<file path="config.mk">
export PLATFORM = sky130hd
export DESIGN_NAME = dap_stream_arbiter_flat
export DESIGN_NICKNAME = d
export VERILOG_FILES = /design/src/rtl/dap_arb_pkg.sv /design/src/rtl/dap_stream_arbiter_if.sv /design/src/rtl/dap_arb_order_fifo.sv /design/src/rtl/dap_stream_arbiter.sv /design/src/flat_wrapper.sv
export SDC_FILE = /design/constraint.sdc
export NUM_CORES = 1
export LEC_CHECK = 0
export ABC_CLOCK_PERIOD_IN_PS = 2400
export BUFFER_PORTS_ARGS = -buffer_cell sky130_fd_sc_hd__buf_2
export CORE_MARGIN = 5
export CORE_UTILIZATION = 51
export CTS_CLUSTER_SIZE = 14
export DETAILED_ROUTE_END_ITERATION = 6
export GPL_TIMING_DRIVEN = 1
export PLACE_DENSITY = 0.8
export SETUP_SLACK_MARGIN = 0.4
export SYNTH_ARGS = -nofsm -noshare
export SYNTH_HDL_FRONTEND = slang
export SYNTH_SLANG_ARGS = --single-unit
</file>
<file path="constraint.sdc">
create_clock -name hclk -period 2.4 [get_ports hclk]
set_clock_uncertainty 0.2 [all_clocks]
set_input_delay 0.48 -clock hclk [delete_from_list [all_inputs] [get_ports hclk]]
set_output_delay 0.48 -clock hclk [all_outputs]
set_load 0.02 [all_outputs]
</file>
<file path="src/rtl/dap_arb_pkg.sv">
// Shared types for the DAP stream arbiter: port ids, FSM state encodings, pad byte, length width.
// DAP_ARB_TIMEOUT_EN adds the PAD/FLUSH request states used by the mid-packet stall timeout.
package dap_arb_pkg;
    localparam int unsigned LEN_W    = 12;
    localparam logic [7:0]  PAD_BYTE = 8'hFF;

    typedef logic port_id_t;

    typedef enum logic [2:0] {
        RQ_IDLE,
        RQ_FWD0,
        RQ_FWD1
`ifdef DAP_ARB_TIMEOUT_EN
        ,
        RQ_PAD,
        RQ_FLUSH
`endif
    } rq_state_e;

    typedef enum logic [1:0] {
        RS_IDLE,
        RS_FWD,
        RS_DROP
    } rs_state_e;

    // A zero-length response still carries one byte on the stream.
    function automatic logic [LEN_W-1:0] rsp_beats(input logic [LEN_W-1:0] len);
        return (len == '0) ? LEN_W'(1) : len;
    endfunction
endpackage

</file>
<file path="src/rtl/dap_stream_arbiter_if.sv">
// Stream bundle around the DAP arbiter: two request inputs, DAP command/response, two response outputs.
interface dap_stream_arbiter_if;
    import dap_arb_pkg::*;

    logic             s0_tvalid, s0_tready, s0_tlast;
    logic [7:0]       s0_tdata;
    logic             s1_tvalid, s1_tready, s1_tlast;
    logic [7:0]       s1_tdata;
    logic             m_tvalid, m_tready, m_tlast;
    logic [7:0]       m_tdata;
    logic             rsp_tvalid, rsp_tready;
    logic [7:0]       rsp_tdata;
    logic [LEN_W-1:0] rsp_tlen;
    logic             r0_tvalid, r0_tready;
    logic [7:0]       r0_tdata;
    logic [LEN_W-1:0] r0_tlen;
    logic             r1_tvalid, r1_tready;
    logic [7:0]       r1_tdata;
    logic [LEN_W-1:0] r1_tlen;
    logic [7:0]       drop_cnt;

    modport slave (
        input  s0_tvalid, s0_tdata, s0_tlast, output s0_tready,
        input  s1_tvalid, s1_tdata, s1_tlast, output s1_tready,
        output m_tvalid, m_tdata, m_tlast,    input  m_tready,
        input  rsp_tvalid, rsp_tdata, rsp_tlen, output rsp_tready,
        output r0_tvalid, r0_tdata, r0_tlen,  input  r0_tready,
        output r1_tvalid, r1_tdata, r1_tlen,  input  r1_tready,
        output drop_cnt
    );

    modport master (
        output s0_tvalid, s0_tdata, s0_tlast, input  s0_tready,
        output s1_tvalid, s1_tdata, s1_tlast, input  s1_tready,
        input  m_tvalid, m_tdata, m_tlast,    output m_tready,
        output rsp_tvalid, rsp_tdata, rsp_tlen, input rsp_tready,
        input  r0_tvalid, r0_tdata, r0_tlen,  output r0_tready,
        input  r1_tvalid, r1_tdata, r1_tlen,  output r1_tready,
        input  drop_cnt
    );
endinterface

</file>
<file path="src/rtl/dap_arb_order_fifo.sv">
// Grant-order FIFO: one port id per outstanding request packet, popped when its response completes.
module dap_arb_order_fifo
    import dap_arb_pkg::*;
#(
    parameter int unsigned DEPTH = 4
) (
    input  logic     i_clk,
    input  logic     i_rst_n,
    input  logic     i_push,
    input  port_id_t i_push_id,
    input  logic     i_pop,
    output logic     o_full,
    output logic     o_empty,
    output port_id_t o_head
);
    localparam int unsigned PTR_W = $clog2(DEPTH);

    port_id_t       r_mem [DEPTH];
    logic [PTR_W:0] r_wptr, r_rptr;
    logic           w_push, w_pop;

    assign w_push = i_push && !o_full;
    assign w_pop  = i_pop && !o_empty;

    always_ff @(posedge i_clk or negedge i_rst_n) begin
        if (!i_rst_n) begin
            r_wptr <= '0;
            r_rptr <= '0;
        end else begin
            if (w_push) r_wptr <= r_wptr + (PTR_W + 1)'(1);
            if (w_pop)  r_rptr <= r_rptr + (PTR_W + 1)'(1);
        end
    end

    always_ff @(posedge i_clk) begin
        if (w_push) r_mem[r_wptr[PTR_W-1:0]] <= i_push_id;
    end

    // Extra pointer bit separates full from empty when the index bits match.
    assign o_empty = (r_wptr == r_rptr);
    assign o_full  = (r_wptr[PTR_W] != r_rptr[PTR_W]) &&
                     (r_wptr[PTR_W-1:0] == r_rptr[PTR_W-1:0]);
    assign o_head  = r_mem[r_rptr[PTR_W-1:0]];
endmodule

</file>
<file path="src/rtl/dap_stream_arbiter.sv">
// Packet-atomic arbiter sharing the DAP command stream between two requesters and routing responses back.
// Optional DAP_ARB_TIMEOUT_EN: pad and flush a request packet stalled for TIMEOUT_CYCLES.
module dap_stream_arbiter
    import dap_arb_pkg::*;
#(
    parameter int unsigned ORDER_DEPTH    = 4,
    parameter int unsigned TIMEOUT_CYCLES = 4096
) (
    input logic                 hclk,
    input logic                 hresetn,
    dap_stream_arbiter_if.slave dap
);
    if (ORDER_DEPTH < 2 || (ORDER_DEPTH & (ORDER_DEPTH - 1)) != 0 || TIMEOUT_CYCLES < 2) begin : g_bad_cfg
        $error("dap_stream_arbiter: ORDER_DEPTH must be a power of 2 >= 2, TIMEOUT_CYCLES >= 2");
    end

    rq_state_e        r_rq_state, w_rq_next;
    rs_state_e        r_rs_state, w_rs_next;
    port_id_t         r_last_grant, w_grant_id, r_rsp_id, w_fifo_head;
    logic             w_grant, w_pop, w_fifo_full, w_fifo_empty;
    logic             w_sel_tvalid, w_sel_tlast, w_rsp_beat, w_rsp_last;
    logic [LEN_W-1:0] r_rsp_cnt, r_rsp_len;
    logic [7:0]       r_drop_cnt;

    // Between grant and IDLE, last_grant names the port that owns the command stream.
    assign w_sel_tvalid = r_last_grant ? dap.s1_tvalid : dap.s0_tvalid;
    assign w_sel_tlast  = r_last_grant ? dap.s1_tlast  : dap.s0_tlast;

    dap_arb_order_fifo #(.DEPTH(ORDER_DEPTH)) u_order_fifo (
        .i_clk     (hclk),
        .i_rst_n   (hresetn),
        .i_push    (w_grant),
        .i_push_id (w_grant_id),
        .i_pop     (w_pop),
        .o_full    (w_fifo_full),
        .o_empty   (w_fifo_empty),
        .o_head    (w_fifo_head)
    );

    always_comb begin
        w_grant    = 1'b0;
        w_grant_id = r_last_grant;
        if (r_rq_state == RQ_IDLE && !w_fifo_full) begin
            if (dap.s0_tvalid && dap.s1_tvalid) begin
                w_grant    = 1'b1;
                w_grant_id = ~r_last_grant;
            end else if (dap.s0_tvalid) begin
                w_grant    = 1'b1;
                w_grant_id = 1'b0;
            end else if (dap.s1_tvalid) begin
                w_grant    = 1'b1;
                w_grant_id = 1'b1;
            end
        end
    end

`ifdef DAP_ARB_TIMEOUT_EN
    localparam int unsigned STALL_W = $clog2(TIMEOUT_CYCLES) + 1;
    logic [STALL_W-1:0] r_stall;
    logic               w_in_fwd, w_stall_hit;

    assign w_in_fwd    = (r_rq_state == RQ_FWD0) || (r_rq_state == RQ_FWD1);
    assign w_stall_hit = !w_sel_tvalid && (r_stall == STALL_W'(TIMEOUT_CYCLES - 1));

    always_ff @(posedge hclk or negedge hresetn) begin
        if (!hresetn)                                r_stall <= '0;
        else if (!w_in_fwd || w_sel_tvalid && dap.m_tready) r_stall <= '0;
        else if (!w_sel_tvalid)                      r_stall <= r_stall + STALL_W'(1);
    end
`endif

    always_ff @(posedge hclk or negedge hresetn) begin
        if (!hresetn) begin
            r_rq_state   <= RQ_IDLE;
            r_last_grant <= 1'b1;
        end else begin
            r_rq_state <= w_rq_next;
            if (w_grant) r_last_grant <= w_grant_id;
        end
    end

    always_comb begin
        w_rq_next = r_rq_state;
        unique case (r_rq_state)
            RQ_IDLE: if (w_grant) w_rq_next = w_grant_id ? RQ_FWD1 : RQ_FWD0;
            RQ_FWD0, RQ_FWD1: begin
                if (w_sel_tvalid && dap.m_tready && w_sel_tlast) w_rq_next = RQ_IDLE;
`ifdef DAP_ARB_TIMEOUT_EN
                else if (w_stall_hit) w_rq_next = RQ_PAD;
`endif
            end
`ifdef DAP_ARB_TIMEOUT_EN
            RQ_PAD:   if (dap.m_tready) w_rq_next = RQ_FLUSH;
            RQ_FLUSH: if (w_sel_tvalid && w_sel_tlast) w_rq_next = RQ_IDLE;
`endif
            default: w_rq_next = RQ_IDLE;
        endcase
    end

    always_comb begin
        dap.s0_tready = 1'b0;
        dap.s1_tready = 1'b0;
        dap.m_tvalid  = 1'b0;
        dap.m_tdata   = '0;
        dap.m_tlast   = 1'b0;
        unique case (r_rq_state)
            RQ_FWD0: begin
                dap.m_tvalid  = dap.s0_tvalid;
                dap.m_tdata   = dap.s0_tdata;
                dap.m_tlast   = dap.s0_tlast;
                dap.s0_tready = dap.m_tready;
            end
            RQ_FWD1: begin
                dap.m_tvalid  = dap.s1_tvalid;
                dap.m_tdata   = dap.s1_tdata;
                dap.m_tlast   = dap.s1_tlast;
                dap.s1_tready = dap.m_tready;
            end
`ifdef DAP_ARB_TIMEOUT_EN
            RQ_PAD: begin
                dap.m_tvalid = 1'b1;
                dap.m_tdata  = PAD_BYTE;
                dap.m_tlast  = 1'b1;
            end
            RQ_FLUSH: begin
                dap.s0_tready = !r_last_grant;
                dap.s1_tready = r_last_grant;
            end
`endif
            default: ;
        endcase
    end

    assign w_rsp_beat = dap.rsp_tvalid && dap.rsp_tready;
    assign w_rsp_last = w_rsp_beat && (r_rsp_cnt == LEN_W'(1));
    assign w_pop      = (r_rs_state == RS_FWD) && w_rsp_last;

    always_ff @(posedge hclk or negedge hresetn) begin
        if (!hresetn) r_rs_state <= RS_IDLE;
        else          r_rs_state <= w_rs_next;
    end

    always_comb begin
        w_rs_next = r_rs_state;
        unique case (r_rs_state)
            RS_IDLE: if (dap.rsp_tvalid) w_rs_next = w_fifo_empty ? RS_DROP : RS_FWD;
            RS_FWD, RS_DROP: if (w_rsp_last) w_rs_next = RS_IDLE;
            default: w_rs_next = RS_IDLE;
        endcase
    end

    // The first response byte is only inspected in IDLE; it is consumed from FWD/DROP.
    always_ff @(posedge hclk or negedge hresetn) begin
        if (!hresetn) begin
            r_rsp_cnt  <= '0;
            r_rsp_len  <= '0;
            r_rsp_id   <= 1'b0;
            r_drop_cnt <= '0;
        end else if (r_rs_state == RS_IDLE) begin
            if (dap.rsp_tvalid) begin
                r_rsp_cnt <= rsp_beats(dap.rsp_tlen);
                r_rsp_len <= dap.rsp_tlen;
                r_rsp_id  <= w_fifo_head;
                if (w_fifo_empty && r_drop_cnt != 8'hFF) r_drop_cnt <= r_drop_cnt + 8'd1;
            end
        end else if (w_rsp_beat) begin
            r_rsp_cnt <= r_rsp_cnt - LEN_W'(1);
        end
    end

    always_comb begin
        dap.rsp_tready = 1'b0;
        dap.r0_tvalid  = 1'b0;
        dap.r0_tdata   = '0;
        dap.r0_tlen    = '0;
        dap.r1_tvalid  = 1'b0;
        dap.r1_tdata   = '0;
        dap.r1_tlen    = '0;
        unique case (r_rs_state)
            RS_FWD: begin
                if (r_rsp_id) begin
                    dap.r1_tvalid  = dap.rsp_tvalid;
                    dap.r1_tdata   = dap.rsp_tdata;
                    dap.r1_tlen    = r_rsp_len;
                    dap.rsp_tready = dap.r1_tready;
                end else begin
                    dap.r0_tvalid  = dap.rsp_tvalid;
                    dap.r0_tdata   = dap.rsp_tdata;
                    dap.r0_tlen    = r_rsp_len;
                    dap.rsp_tready = dap.r0_tready;
                end
            end
            RS_DROP: dap.rsp_tready = 1'b1;
            default: ;
        endcase
    end

    assign dap.drop_cnt = r_drop_cnt;
endmodule
</file>
<file path="src/flat_wrapper.sv">
// flat-port wrapper written by rule: the top's interface ports become plain ports
module dap_stream_arbiter_flat import dap_arb_pkg::*;
#(
    parameter int unsigned ORDER_DEPTH    = 4,
    parameter int unsigned TIMEOUT_CYCLES = 4096
)
  (hclk, hresetn, dap_s0_tvalid, dap_s0_tdata, dap_s0_tlast, dap_s0_tready, dap_s1_tvalid, dap_s1_tdata, dap_s1_tlast, dap_s1_tready, dap_m_tvalid, dap_m_tdata, dap_m_tlast, dap_m_tready, dap_rsp_tvalid, dap_rsp_tdata, dap_rsp_tlen, dap_rsp_tready, dap_r0_tvalid, dap_r0_tdata, dap_r0_tlen, dap_r0_tready, dap_r1_tvalid, dap_r1_tdata, dap_r1_tlen, dap_r1_tready, dap_drop_cnt);
  dap_stream_arbiter_if dap_i ();
  input logic hclk;
  input logic hresetn;
  input wire logic [$bits(dap_i.s0_tvalid)-1:0] dap_s0_tvalid;
  input wire logic [$bits(dap_i.s0_tdata)-1:0] dap_s0_tdata;
  input wire logic [$bits(dap_i.s0_tlast)-1:0] dap_s0_tlast;
  output wire logic [$bits(dap_i.s0_tready)-1:0] dap_s0_tready;
  input wire logic [$bits(dap_i.s1_tvalid)-1:0] dap_s1_tvalid;
  input wire logic [$bits(dap_i.s1_tdata)-1:0] dap_s1_tdata;
  input wire logic [$bits(dap_i.s1_tlast)-1:0] dap_s1_tlast;
  output wire logic [$bits(dap_i.s1_tready)-1:0] dap_s1_tready;
  output wire logic [$bits(dap_i.m_tvalid)-1:0] dap_m_tvalid;
  output wire logic [$bits(dap_i.m_tdata)-1:0] dap_m_tdata;
  output wire logic [$bits(dap_i.m_tlast)-1:0] dap_m_tlast;
  input wire logic [$bits(dap_i.m_tready)-1:0] dap_m_tready;
  input wire logic [$bits(dap_i.rsp_tvalid)-1:0] dap_rsp_tvalid;
  input wire logic [$bits(dap_i.rsp_tdata)-1:0] dap_rsp_tdata;
  input wire logic [$bits(dap_i.rsp_tlen)-1:0] dap_rsp_tlen;
  output wire logic [$bits(dap_i.rsp_tready)-1:0] dap_rsp_tready;
  output wire logic [$bits(dap_i.r0_tvalid)-1:0] dap_r0_tvalid;
  output wire logic [$bits(dap_i.r0_tdata)-1:0] dap_r0_tdata;
  output wire logic [$bits(dap_i.r0_tlen)-1:0] dap_r0_tlen;
  input wire logic [$bits(dap_i.r0_tready)-1:0] dap_r0_tready;
  output wire logic [$bits(dap_i.r1_tvalid)-1:0] dap_r1_tvalid;
  output wire logic [$bits(dap_i.r1_tdata)-1:0] dap_r1_tdata;
  output wire logic [$bits(dap_i.r1_tlen)-1:0] dap_r1_tlen;
  input wire logic [$bits(dap_i.r1_tready)-1:0] dap_r1_tready;
  output wire logic [$bits(dap_i.drop_cnt)-1:0] dap_drop_cnt;
  assign dap_i.s0_tvalid = dap_s0_tvalid;
  assign dap_i.s0_tdata = dap_s0_tdata;
  assign dap_i.s0_tlast = dap_s0_tlast;
  assign dap_s0_tready = dap_i.s0_tready;
  assign dap_i.s1_tvalid = dap_s1_tvalid;
  assign dap_i.s1_tdata = dap_s1_tdata;
  assign dap_i.s1_tlast = dap_s1_tlast;
  assign dap_s1_tready = dap_i.s1_tready;
  assign dap_m_tvalid = dap_i.m_tvalid;
  assign dap_m_tdata = dap_i.m_tdata;
  assign dap_m_tlast = dap_i.m_tlast;
  assign dap_i.m_tready = dap_m_tready;
  assign dap_i.rsp_tvalid = dap_rsp_tvalid;
  assign dap_i.rsp_tdata = dap_rsp_tdata;
  assign dap_i.rsp_tlen = dap_rsp_tlen;
  assign dap_rsp_tready = dap_i.rsp_tready;
  assign dap_r0_tvalid = dap_i.r0_tvalid;
  assign dap_r0_tdata = dap_i.r0_tdata;
  assign dap_r0_tlen = dap_i.r0_tlen;
  assign dap_i.r0_tready = dap_r0_tready;
  assign dap_r1_tvalid = dap_i.r1_tvalid;
  assign dap_r1_tdata = dap_i.r1_tdata;
  assign dap_r1_tlen = dap_i.r1_tlen;
  assign dap_i.r1_tready = dap_r1_tready;
  assign dap_drop_cnt = dap_i.drop_cnt;
  dap_stream_arbiter #(.ORDER_DEPTH(ORDER_DEPTH), .TIMEOUT_CYCLES(TIMEOUT_CYCLES)) u_core (.hclk(hclk), .hresetn(hresetn), .dap(dap_i));
endmodule
</file>
After elaboration in Yosys (flattened, before gate mapping)

Memory sizes are Yosys's and may differ from the RTL's. A register that Yosys moved wholly into a read port is not among the register bits.
Cells that the tools add are included.

Reduce and logical (&&, ||, !) cells: 25
Bitwise logic cells: 1
$add $sub $neg: 4
Mux-type cells: 43
Equal/unequal tests: 13

Operators by type and width:

| operator                | count |
|---|---|
| $mux W12                | 8 |
| $mux W8                 | 4 |
| $mux W1                 | 19 |
| $pmux W8 S2             | 1 |
| $eq A12 B1 Y1 const B   | 1 |
| $logic_not A12 Y1       | 1 |
| $sub A12 B1 Y12 const B | 1 |
| $logic_and A1 B1 Y1     | 11 |
| $add A8 B1 Y8 const B   | 1 |
| $mux W2                 | 4 |
| $ne A8 B8 Y1 const B    | 1 |
| $reduce_and A2 Y1       | 4 |
| $add A3 B1 Y3 const B   | 2 |
| $mux W3                 | 2 |
| $pmux W1 S2             | 3 |
| $pmux W3 S2             | 1 |
| $ne A2 B1 Y1 const B    | 2 |
| $ne A2 B2 Y1 const B    | 2 |
| $pmux W2 S2             | 1 |
| $reduce_or A2 Y1        | 2 |
| $eq A3 B1 Y1 const B    | 1 |
| $eq A3 B2 Y1 const B    | 1 |
| $eq A3 B3 Y1            | 1 |
| $logic_not A1 Y1        | 3 |
| 9 further kinds         | 9 |

Input port bits: 46
Flip-flop bits (word level): 44
Memories kept: 1
Bits in writable memories: 4
Output and inout port bits: 63
Logic and storage cells: 95

Memories:

| name                      | words | bits a word | rd ports | clocked after memory_dff | wr ports | RTL line                 | RTL |
|---|---|---|---|---|---|---|---|
| u_core.u_order_fifo.r_mem | 4     | 1           | 1        | 1                        | 1        | dap_arb_order_fifo.sv:18 | `port_id_t r_mem [DEPTH];` |

Longest topological paths before layout

Word-level depth: 8
Depth in mapped cells: 8
Depth with buffers taken out: 6

By module

From an unflattened synthesis, not the netlist that was laid out.

Cells, all modules: 347
Area total of the unflattened synthesis: 3133.0 µm²

Modules (own cells, without submodules):

| module             | seq. area each (µm²) | cells an instance | area an instance (µm²) | times used |
|---|---|---|---|---|
| dap_stream_arbiter | 952.2                | 293               | 2511.2                 | 1 |
| dap_arb_order_fifo | 270.3                | 54                | 621.8                  | 1 |

Worst setup path before layout

OpenSTA, ideal clock, no wires.

Path kind: register to register
Start: register u_core.r_rs_state[0]
End: register u_core.u_order_fifo.r_rptr[1]
Data arrival time: 1765 ps
Library setup time: 125 ps
Stages on the path, launching flop included: 7
Path buffers: 0
Slack: 310 ps
Required time: 2075 ps
Period minus slack after synthesis: 2090 ps
Cell sequence: dfrtp_1 inv_1 ha_1 nor4b_2 o2111ai_1 nor3_2 mux2_2

Longest elaborated chain between the ends: 6
Elaborated cells between the ends (all ways): 7
Those cells by class: eq/ne: 2; mux: 1; reduce/logical: 4

RTL lines:

| what                                                | RTL line                                             | RTL |
|---|---|---|
| from (decl)                                         | dap_stream_arbiter.sv:18                             | `rs_state_e r_rs_state, w_rs_next;` |
| from (signal assigned)                              | dap_stream_arbiter.sv:140                            | `else r_rs_state <= w_rs_next;` |
| $eq A2 B2 Y1 / $eq A2 B1 Y1 (equally long branches) | dap_stream_arbiter.sv:179, dap_stream_arbiter.sv:136 |  |
| $pmux W1 S2                                         | dap_stream_arbiter.sv:179                            | `unique case (r_rs_state)` |
| $logic_and A1 B1 Y1                                 | dap_stream_arbiter.sv:134                            | `assign w_rsp_beat = dap.rsp_tvalid && dap.rsp_tready;` |
| $logic_and A1 B1 Y1                                 | dap_stream_arbiter.sv:135                            | `assign w_rsp_last = w_rsp_beat && (r_rsp_cnt == LEN_W'(1));` |
| $logic_and A1 B1 Y1 (*)                             | dap_stream_arbiter.sv:136                            | `assign w_pop = (r_rs_state == RS_FWD) && w_rsp_last;` |
| $logic_and A1 B1 Y1 (*)                             | dap_arb_order_fifo.sv:23                             | `assign w_pop = i_pop && !o_empty;` |
| to (signal assigned)                                | dap_arb_order_fifo.sv:31                             | `if (w_pop) r_rptr <= r_rptr + (PTR_W + 1)'(1);` |
| to (decl)                                           | dap_arb_order_fifo.sv:19                             | `logic [PTR_W:0] r_wptr, r_rptr;` |

Mark *: on every way between the ends. The rest lies on a longest branch, timed or not.
A chain may end at the register's enable or synchronous reset.

Worst setup path in the final report

Start: register u_core.r_rq_state[1]
End: output dap_m_tdata[2]

Longest elaborated chain between the ends: 2
Elaborated cells between the ends (all ways): 3
Those cells by class: eq/ne: 2; mux: 1

RTL lines:

| what                                                | RTL line                  | RTL |
|---|---|---|
| from (decl)                                         | dap_stream_arbiter.sv:17  | `rq_state_e r_rq_state, w_rq_next;` |
| from (signal assigned)                              | dap_stream_arbiter.sv:77  | `r_rq_state <= w_rq_next;` |
| $eq A3 B2 Y1 / $eq A3 B1 Y1 (equally long branches) | dap_stream_arbiter.sv:106 | `unique case (r_rq_state)` |
| $pmux W8 S2 (*)                                     | dap_stream_arbiter.sv:106 |  |
| to (decl)                                           | flat_wrapper.sv:20        | `output wire logic [$bits(dap_i.m_tdata)-1:0] dap_m_tdata;` |

Marked as above.

==> run_results.csv <==
group,metric,value,unit
detailed_routing,post_drt_wl_per_cell,18.8,um
logic_synthesis,synth_ff_type,"dfrtp_1",
timing,max-slew-margin-rel,53.6,%
detailed_routing,drt-total-wl,10600,um
placement,port_buffers,108,
hold_path,min_to,"u_core.r_rsp_len[6]$_DFFE_PN0P_",
setup_path,required,1720,ps
timing,slew_violations,0,
timing,min_period,2250,ps
die,die_w,90.0,um
timing,worst_slack,152,ps
die,io_pins,109,
setup_path,ff2ff_path_depth,6,
detailed_routing,vias_per_cell,5.96,
setup_path,start_kind,"flip-flop",
setup_path,r2r-start,"u_core.r_rs_state[0]$_DFFE_PN0P_",
cts,cts_tree,"done",
timing,worst_slew_pin_slew,689,ps
timing,fin_tns_setup,0,ps
global_route,globalRouteOverflowTotal,0,
setup_path,rr_endpoint,"u_core.u_order_fifo.r_rptr[1]$_DFFE_PN0P_",
power_and_ir_drop,p_per_area,1260,nW/um2
setup_path,max_stage_delay,430,ps
global_route,grt_pass1_wl,16400,um
placement,dp_slack,94.1,ps
cts,cts.sinks,48,
die,core-area,6280,um2
final_layout,antenna_cells,0,
logic_synthesis,syn_avg_cell_area,9.13,um2
setup_path,cp.arrival,1570,ps
die,start_util,52.0,%
status,status,"complete, no violations",
final_layout,drive_gt1_share,46.5,%
timing,finalHoldViolations,0,
hold_path,min-delay-start,"dap_rsp_tlen[6]",
job,cap_violations,0,
placement,placed_area,3960,um2
global_route,grt_pass1_vias,3354,
logic_synthesis,netlist_instances,358,
setup_path,cp_cell_sequence,"inv_2 -> ha_4 -> a22oi_1 -> nor2b_1 -> buf_2",
placement,place_hpwl,6670,um
logic_synthesis,ys_seq_area_share,37.4,%
cts,h-tree-depth,2,
timing,max_freq,445,MHz
timing,finalSetupViolations,0,
logic_synthesis,syn_area,3270,um2
hold_path,hp-class,"input port to flip-flop",
cts,clock_latency,300,ps
final_layout,area_delta_synth_final,46.4,%
final_layout,stdcell_area,4780,um2
setup_path,startpoint,"u_core.r_rq_state[1]$_DFFE_PN0P_",
final_layout,nets,549,
power_and_ir_drop,total_power,6.01,mW
cts,clkSlewWorstSetupHoldPaths,90,ps
logic_synthesis,ys.warnings.count,0,
setup_path,worst_path_max_delay_cell,"dfrtp_1",
setup_path,reg2reg_slack,180,ps
die,row_count,29,
global_route,antenna_found_initial,0,
detailed_routing,ant_nets,0,
global_route,grt_max_degree,28,
detailed_routing,via_count,3381,
hold_path,holdPathStages,3,
setup_path,critical_path_class,"flip-flop to output port",
setup_path,path_buf_inv,2,
placement,gp_congestion,0.861,
power_and_ir_drop,p_leak,2.30,nW
logic_synthesis,synth_nets,418,
logic_synthesis,synth.distinct_cells,63,
cts,max-clock-path-buffers,2,
detailed_routing,drc_errors,0,
global_route,track_usage,24.1,%
logic_synthesis,ys_async_sr_fraction,91.7,%
timing,rsz0062_at_grt,"true",
timing,period_share,93.7,%
cts,numCtsBuffers,5,
cts,ctsRootBufferMaster,"clkbuf_8",
detailed_routing,drtIter0Drc,276,
die,fp.dieH,90.0,um
die,dieArea,8110,um2
setup_path,cp_top_family,"flip-flops",
timing,holdWs,213,ps
logic_synthesis,ys_seq_elements,48,
detailed_routing,dr.pass1.iters,5,
setup_path,cp_max_fo,11,
logic_synthesis,synth_edf_count,4,
power_and_ir_drop,vdd_ir_drop_max,0.812,mV
setup_path,critPathCaptureType,"output port",
==> metrics by stage <==
stage / instances / util, %
detailed placement: 537 / 63.1
global route: 567 / 76.2
global placement: 537 / 63.1
floorplan: 358 / -
CTS: 559 / 72.3
finish: 567 / 76.2
==> repair_timing <==
action                                  CTS  global route
resized for setup                       105            52
buffers inserted                          9             8
pin swaps                                22            20
hold buffers                              1             0
endpoints found under the hold margin    21             0
endpoints found under the setup margin   71            81
gates cloned                              4             0
==> flip-flops by register name, indices dropped and copies added (netlist names) <==
| signal | flops |
|---|---|
| u_core.r_rs_state | 2 |
| u_core.u_order_fifo.r_wptr | 3 |
| u_core.r_rq_state | 2 |
| u_core.u_order_fifo.r_mem | 4 |
| u_core.r_rsp_id | 1 |
| u_core.r_rsp_len | 12 |
| u_core.u_order_fifo.r_rptr | 3 |
| u_core.r_last_grant | 1 |
| u_core.dap.drop_cnt | 8 |
| u_core.r_rsp_cnt | 12 |
==> cells in the mapped netlist (all sizes together) (6+ instances only) <==
| cell type | number | area, um2 |
|---|---|---|
| nor4 | 7 | 58.8 |
| a22oi | 14 | 105 |
| o21ai | 10 | 53.8 |
| clkbuf | 15 | 56.3 |
| nand4 | 6 | 52.6 |
| o31ai | 6 | 45.0 |
| xor2 | 13 | 129 |
| and3 | 22 | 138 |
| nand2 | 49 | 184 |
| ha | 14 | 175 |
| nand3 | 7 | 35.0 |
| inv | 16 | 60.1 |
| a21oi | 6 | 30.0 |
| and2 | 28 | 181 |
| nor3 | 9 | 50.1 |
| nor2 | 17 | 63.8 |
| dfrtp | 43 | 1080 |
| nor2b | 13 | 81.3 |
==> cells by family after synthesis <==
kind of cell | synth area share, %
compound gates | 15.5
xor+xnor | 5.48
fa+ha+maj | 5.36
buf+inv | 3.83
flops | 37.4
mux | 2.80
simple gates | 29.6
==> report_power, final <==
part / leakage, nW / total (mW) / switching [mW] / internal (mW)
Clock: 0.0523 / 0.543 / 0.277 / 0.267
Sequential: 0.579 / 1.59 / 0.421 / 1.17
Combinational: 1.67 / 3.88 / 2.08 / 1.79
==> worst max-delay path by stage <==
| stage | slack [ps] | endpoint | depth (start not counted) |
|---|---|---|---|
| after floorplan | 370 | dap_r0_tlen[10] | 5 |
| after global placement | 150 | dap_r0_tdata[1] | 5 |
| after detailed placement | 90 | dap_r0_tdata[1] | 5 |
| after CTS | 210 | dap_rsp_tready | 4 |
| after global routing | 60 | u_core.u_order_fifo.r_rptr[1]$_DFFE_PN0P_ | 6 |
| final | 150 | dap_m_tdata[2] | 5 |
==> routing by layer <==
metal | part of all wire, % | wire length [um] | track usage (%) | vias up
li1 | - | - | - | 1558
met4 | 1.5 | 163 | 7.94 | 0
met2 | 52 | 5530 | 42.6 | 161
met3 | 7.3 | 777 | 6.18 | 15
met1 | 39 | 4170 | 28.3 | 1647
met5 | 0 | 0 | 0 | -
==> cells in the final DEF (no fill, tap or decap), types with 4 or more instances in the layout <==
cell,netlist,routed
and3_1,22,22
dfrtp_1,43,41
buf_6,0,27
edfxtp_1,4,4
xor2_1,11,11
a22oi_1,14,10
o21ai_0,9,7
nor3_1,8,8
a22oi_2,0,4
inv_2,0,5
nand2_1,49,49
nor4_4,1,4
nor2b_1,13,13
o31ai_1,6,6
clkbuf_8,0,5
nor2_1,17,15
nand3_1,7,6
nand4_1,5,5
a21oi_1,6,5
ha_4,0,6
ha_1,14,7
inv_1,16,11
and2_4,1,24
buf_2,1,63
buf_4,0,44
==> area by class of cell <==
type | instances | area [um2]
multi-input cells | 280 | 2280
fillers | 394 | 1490
flip-flops and latches | 48 | 1220
repair buffers | 138 | 1020
well taps | 77 | 96.3
clock buffers | 6 | 93.8
inverters | 16 | 60.1
clock inverters | 2 | 12.5
==> tightest hold or removal path: cells and delay by family <==
family,cells,cell delay [ps]
and+or+nand+nor,2,100
buffers and inverters,1,100
Power figures use the tool's default switching activity.
